**src/rtl/fpcvt_arbiter_pkg.sv**
```systemverilog
// Shared constants and types for the FPCVT round-robin scheduler.
// Converter format: 12-bit two's complement in; sign, 3-bit exponent, 4-bit significand out.
package fpcvt_arbiter_pkg;

  localparam int FP_IN_W = 12;
  localparam int FP_E_W  = 3;
  localparam int FP_F_W  = 4;

  typedef enum logic [1:0] {
    ST_IDLE = 2'd0,
    ST_CONV = 2'd1,
    ST_RESP = 2'd2
  } state_e;

endpackage

```
**src/rtl/fpcvt_arbiter_fpcvt.sv**
```systemverilog
// Combinational FPCVT: value ~= F * 2^E, significand truncated to the four bits
// starting at the leading one; the most negative input saturates to E=7, F=1111.
module fpcvt
  import fpcvt_arbiter_pkg::*;
(
  input  logic [FP_IN_W-1:0] d_i,
  output logic               s_o,
  output logic [FP_E_W-1:0]  e_o,
  output logic [FP_F_W-1:0]  f_o
);

  logic [FP_IN_W-1:0] mag;
  int                 pos;

  always_comb begin
    s_o = d_i[FP_IN_W-1];
    mag = d_i[FP_IN_W-1] ? (~d_i + FP_IN_W'(1)) : d_i;
    // Leading-one search only above the significand; smaller values use E=0.
    pos = FP_F_W - 1;
    for (int i = FP_F_W; i < FP_IN_W - 1; i++) begin
      if (mag[i]) pos = i;
    end
    if (mag[FP_IN_W-1]) begin
      e_o = '1;
      f_o = '1;
    end else begin
      e_o = FP_E_W'(pos - (FP_F_W - 1));
      f_o = FP_F_W'(mag >> (pos - (FP_F_W - 1)));
    end
  end

endmodule

```
**src/rtl/fpcvt_arbiter_rr_arbiter.sv**
```systemverilog
// Combinational round-robin arbiter: the first asserted request at or above
// ptr_i (wrapping at NUM_REQ-1) wins; nothing is granted while en_i is low.
module rr_arbiter #(
  parameter int NUM_REQ = 4,
  parameter int ID_W    = 2
) (
  input  logic [NUM_REQ-1:0] req_i,
  input  logic [ID_W-1:0]    ptr_i,
  input  logic               en_i,
  output logic [NUM_REQ-1:0] gnt_o,
  output logic [ID_W-1:0]    gnt_idx_o
);

  logic found;
  int   idx;

  always_comb begin
    gnt_o     = '0;
    gnt_idx_o = '0;
    found     = 1'b0;
    idx       = 0;
    for (int k = 0; k < NUM_REQ; k++) begin
      idx = int'(ptr_i) + k;
      if (idx >= NUM_REQ) idx = idx - NUM_REQ;
      if (en_i && !found && req_i[idx]) begin
        found      = 1'b1;
        gnt_o[idx] = 1'b1;
        gnt_idx_o  = ID_W'(idx);
      end
    end
  end

endmodule

```
**src/rtl/fpcvt_arbiter.sv**
```systemverilog
// Round-robin scheduler sharing one FPCVT among NUM_REQ requesters, with a
// registered operand, registered tagged result and a saturating completion count.
module fpcvt_arbiter
  import fpcvt_arbiter_pkg::*;
#(
  parameter int NUM_REQ = 4,
  parameter int ID_W    = 2,
  parameter int CNT_W   = 16
) (
  input  logic                       clk,
  input  logic                       rst_n,
  input  logic [NUM_REQ-1:0]         req_valid,
  input  logic [FP_IN_W*NUM_REQ-1:0] req_data,
  output logic [NUM_REQ-1:0]         req_ready,
  output logic                       resp_valid,
  input  logic                       resp_ready,
  output logic [ID_W-1:0]            resp_id,
  output logic                       resp_s,
  output logic [FP_E_W-1:0]          resp_e,
  output logic [FP_F_W-1:0]          resp_f,
  output logic [CNT_W-1:0]           conv_count,
  output logic                       busy,
  output state_e                     dbg_state
);

  // Handshakes: a transfer happens on a rising edge where valid & ready are both
  // high. Requesters hold valid/data until ready; ready never depends on a later
  // cycle; resp_* is held stable from resp_valid rising until the transfer.

  state_e               state_q, state_d;
  logic [ID_W-1:0]      rr_ptr_q, rr_ptr_d;
  logic [FP_IN_W-1:0]   op_q, op_d;
  logic [ID_W-1:0]      id_q, id_d;
  logic [ID_W-1:0]      resp_id_q, resp_id_d;
  logic                 resp_s_q, resp_s_d;
  logic [FP_E_W-1:0]    resp_e_q, resp_e_d;
  logic [FP_F_W-1:0]    resp_f_q, resp_f_d;
  logic [CNT_W-1:0]     cnt_q, cnt_d;

  logic [NUM_REQ-1:0]   gnt;
  logic [ID_W-1:0]      gnt_idx;
  logic [FP_IN_W-1:0]   op_sel;
  logic                 cv_s;
  logic [FP_E_W-1:0]    cv_e;
  logic [FP_F_W-1:0]    cv_f;

  rr_arbiter #(
    .NUM_REQ (NUM_REQ),
    .ID_W    (ID_W)
  ) u_arb (
    .req_i     (req_valid),
    .ptr_i     (rr_ptr_q),
    .en_i      (state_q == ST_IDLE),
    .gnt_o     (gnt),
    .gnt_idx_o (gnt_idx)
  );

  fpcvt u_cvt (
    .d_i (op_q),
    .s_o (cv_s),
    .e_o (cv_e),
    .f_o (cv_f)
  );

  assign op_sel = req_data[int'(gnt_idx)*FP_IN_W +: FP_IN_W];

  always_comb begin
    state_d   = state_q;
    rr_ptr_d  = rr_ptr_q;
    op_d      = op_q;
    id_d      = id_q;
    resp_id_d = resp_id_q;
    resp_s_d  = resp_s_q;
    resp_e_d  = resp_e_q;
    resp_f_d  = resp_f_q;
    cnt_d     = cnt_q;
    case (state_q)
      ST_IDLE: begin
        if (|gnt) begin
          op_d     = op_sel;
          id_d     = gnt_idx;
          rr_ptr_d = (gnt_idx == ID_W'(NUM_REQ - 1)) ? '0 : gnt_idx + ID_W'(1);
          state_d  = ST_CONV;
        end
      end
      ST_CONV: begin
        resp_s_d  = cv_s;
        resp_e_d  = cv_e;
        resp_f_d  = cv_f;
        resp_id_d = id_q;
        state_d   = ST_RESP;
      end
      ST_RESP: begin
        if (resp_ready) begin
          if (cnt_q != '1) cnt_d = cnt_q + CNT_W'(1);
          state_d = ST_IDLE;
        end
      end
      default: state_d = ST_IDLE;
    endcase
  end

  always_ff @(posedge clk or negedge rst_n) begin
    if (!rst_n) begin
      state_q   <= ST_IDLE;
      rr_ptr_q  <= '0;
      op_q      <= '0;
      id_q      <= '0;
      resp_id_q <= '0;
      resp_s_q  <= 1'b0;
      resp_e_q  <= '0;
      resp_f_q  <= '0;
      cnt_q     <= '0;
    end else begin
      state_q   <= state_d;
      rr_ptr_q  <= rr_ptr_d;
      op_q      <= op_d;
      id_q      <= id_d;
      resp_id_q <= resp_id_d;
      resp_s_q  <= resp_s_d;
      resp_e_q  <= resp_e_d;
      resp_f_q  <= resp_f_d;
      cnt_q     <= cnt_d;
    end
  end

  assign req_ready  = gnt;
  assign resp_valid = (state_q == ST_RESP);
  assign resp_id    = resp_id_q;
  assign resp_s     = resp_s_q;
  assign resp_e     = resp_e_q;
  assign resp_f     = resp_f_q;
  assign conv_count = cnt_q;
  assign busy       = (state_q != ST_IDLE);
  assign dbg_state  = state_q;

endmodule

```
**config.mk**
```make
export PLATFORM = sky130hd
export DESIGN_NAME = fpcvt_arbiter
export DESIGN_NICKNAME = d
export VERILOG_FILES = /design/src/rtl/fpcvt_arbiter_pkg.sv /design/src/rtl/fpcvt_arbiter_fpcvt.sv /design/src/rtl/fpcvt_arbiter_rr_arbiter.sv /design/src/rtl/fpcvt_arbiter.sv
export SDC_FILE = /design/constraint.sdc
export NUM_CORES = 1
export LEC_CHECK = 0
export CORE_UTILIZATION = 46
export CTS_CLUSTER_DIAMETER = 50
export CTS_CLUSTER_SIZE = 40
export DETAILED_ROUTE_END_ITERATION = 10
export PLACE_DENSITY = 0.78
export RECOVER_POWER = 25
export SLEW_MARGIN = 30
export SYNTH_ARGS = -nofsm -noshare
export SYNTH_HDL_FRONTEND = slang
export SYNTH_HIERARCHICAL = 1
export SYNTH_SLANG_ARGS = --single-unit
```
**constraint.sdc**
```tcl
create_clock -name clk -period 4.1 [get_ports clk]
set_clock_uncertainty 0.2 [all_clocks]
set_input_delay 1.23 -clock clk [delete_from_list [all_inputs] [get_ports clk]]
set_output_delay 1.23 -clock clk [all_outputs]
set_load 0.01 [all_outputs]
```
==> results.py <==
metrics = {
    "clocking": {
        "cts.sinks": 44,
        "cts-root-buf": "clkbuf_8",
        "cts_tree": "done",
        "htreeDepth": 2,
        "cts_buffer_depth": 2,
        "clk_latency_ps": 300,
        "cts_hold_buf": 0,
        "clk_pin_slew_ps": 90,
        "cts_buffers": 5,
    },
    "detailed_routing": {
        "drc": 0,
        "vias": 3438,
        "routedWlPerCell_um": 16.6,
        "dr.pass1.iters": 5,
        "dr.first_iter.drc_count": 261,
        "totalWireLength_um": 9630,
        "via_per_inst": 5.91,
        "antenna_left": 0,
    },
    "place": {
        "dp_slack_ps": -1050,
        "hpwl_um": 7290,
        "port_buffers": 88,
        "gp_congestion": 0.908,
    },
    "global_routing": {
        "grt_max_degree": 45,
        "antenna_found_initial": 0,
        "grt.total_usage": 0.240,
        "overflow": 0,
        "grt_pass1_wl_um": 16200,
        "grt_pass1_vias": 3269,
    },
    "synth": {
        "ys_seq_area_frac": 0.301,
        "synth_nets": 426,
        "synth_top_area_share": 0.301,
        "synth-edff-count": 0,
        "avgSynthCellArea_um2": 10.2,
        "yosysWarnings": 6,
        "syn_inst": 359,
        "ys_top_cells_by_area": "dfrtp_1 30%, mux4_2 9.9%, mux2_2 8.0%, ha_1 4.1%, nand2_1 3.2%",
        "async_flop_share": 1.00,
        "synth_most_common_cell": "dfrtp_1",
        "synth_ff_type": "dfrtp_1",
        "yosysTopAreaCell": "dfrtp_1",
        "syn_area_um2": 3650,
        "ys_types": 72,
        "ys_top_cells_by_count": "44 x dfrtp_1, 31 x nand2_1, 26 x mux2_2",
        "synth_seq_cells": 44,
    },
    "layout": {
        "final_nets": 546,
        "drive_gt1_frac": 0.271,
        "diodes": 0,
        "syn2layout_area_growth_pct": 38.8,
    },
    "hold_path": {
        "hold_path.class": "flip-flop to flip-flop",
    },
    "timing": {
        "slew_violations": 45,
        "setup_ws_ps": -328,
        "period_needed_ps": 4430,
        "rsz0062_at_grt": "yes",
        "slew-limit-headroom": -0.552,
        "setup_viol": 4,
        "hold_violations": 0,
        "worst_slew_pin_slew_ps": 2330,
        "fmax_mhz": 226,
        "finalCritPeriodShare": 1.08,
    },
    "die": {
        "rows": 32,
        "io_pins": 89,
        "die-area_um2": 8310,
        "start_util": 0.475,
        "dieWidth_um": 91.1,
        "core_area_um2": 7690,
        "fp.dieH_um": 91.1,
    },
    "power": {
        "pwr_density_cell_nw_per_um2": 989,
        "peakVddDrop_mv": 0.515,
        "p_leak_nw": 2.08,
        "p_total_mw": 5.02,
    },
    "critical_path": {
        "crit_path_max_fanout": 4,
        "cp.required_ps": 2670,
        "crit_type": "input pin to primary output",
        "crit_path_end_kind": "primary output",
        "start_kind": "input pin",
        "crit_arrival_ps": 3000,
    },
    "run": {
        "drv_cap": 1,
    },
    "outcome": {
        "violations": "max-capacitance violations, max-slew violations, negative setup slack",
        "outcome": "complete, but fails checks",
    },
}
-- area by class of cell --
type                    instances  area, um2
fillers                       630       2610
inverters                      16       60.1
clock buffers                   6       82.6
multi-input cells             278       2400
well taps                     102        128
repair buffers                134       1260
clock inverters                 2       38.8
flip-flops and latches         44       1100
-- routing by layer --
layer | GRT usage | vias to the layer above | routed length (um)
met3 | 0.0268 | 25 | 486
met1 | 0.323 | 1670 | 4080
li1 | - | 1599 | -
met5 | 0 | - | 0
met2 | 0.402 | 144 | 4830
met4 | 0.0780 | 0 | 244
-- sequential cells by signal, indices dropped and copies added, names as in the netlist --
signal	count
dbg_state	2
id_q	2
resp_id	2
resp_f	4
rr_ptr_q	2
resp_s	1
conv_count	16
op_q	12
resp_e	3
-- report_power, final --
group | switching, mW | internal [mW]
combinational | 1.87 | 1.97
clock | 0.158 | 0.199
sequential | 0.211 | 0.605
-- per-stage QoR --
step	hold WS, ps	area (um2)	TNS (ps)	utilization	std cells
after floorplan	275	3650	0	-	359
after CTS	309	5020	-1310	0.653	577
final	303	5070	-1170	0.660	582
after detailed placement	293	4860	-8080	0.632	563
after global routing	318	5070	-1360	0.660	582
after global placement	287	4860	-6560	0.632	563
-- cell usage in the layout (no fill, tap or decap), types with 7 or more instances in the layout --
| cell | synthesis | final |
|---|---|---|
| clkdlybuf4s50_1 | 0 | 79 |
| dfrtp_1 | 44 | 43 |
| buf_4 | 1 | 41 |
| nand2_1 | 31 | 31 |
| mux2_2 | 26 | 26 |
| nor3_1 | 17 | 17 |
| inv_1 | 16 | 16 |
| mux4_2 | 16 | 16 |
| nor2_1 | 14 | 14 |
| xnor2_1 | 13 | 13 |
| nand3_1 | 11 | 11 |
| ha_1 | 12 | 11 |
| o21ai_0 | 10 | 10 |
| xor2_1 | 9 | 9 |
| mux2i_1 | 8 | 8 |
| nand4_1 | 7 | 7 |
| a21oi_1 | 8 | 7 |
-- final timing paths --
path / from / end / slack [ps] / cells past startpoint
setup / recovery: req_valid[3] / req_ready[0] / -330 / 8
max in group asynchronous: rst_n / op_q[1] / 780 / 1
hold reg to reg: id_q[1] / resp_id[1] / 300 / 1
setup reg to reg: op_q[1] / resp_f[1] / 240 / 17
hold / removal: id_q[1] / resp_id[1] / 300 / 1
min in group asynchronous: rst_n / resp_e[0] / 1420 / 1
-- what timing repair did --
item,in CTS,in global routing
pin swaps,6,6
setup endpoints to repair,4,8
resized for setup,37,6
cloned,0,0
buffers inserted,6,5
-- worst max-delay path, stage by stage --
cell       delay [ps]
buf_6              90
mux4_2            480
or3_4             400
a2111oi_4         200
buf_4             190
buf_6             100
a221o_1           160
buf_2             140
-- cell families (layout without fill, tap and decap cells) --
logic type / Yosys count / after routing / share of synthesized area
AOI/OAI and AO/OA: 65 / 65 / 0.142
xor gates and xnor gates: 24 / 24 / 0.0616
adders and majority gates: 12 / 12 / 0.0411
buffers and inverters: 37 / 158 / 0.0476
DFF: 44 / 44 / 0.301
muxes: 50 / 50 / 0.201
and+or+nand+nor: 127 / 127 / 0.206
No activity file was read; power rests on OpenSTA's default activity.
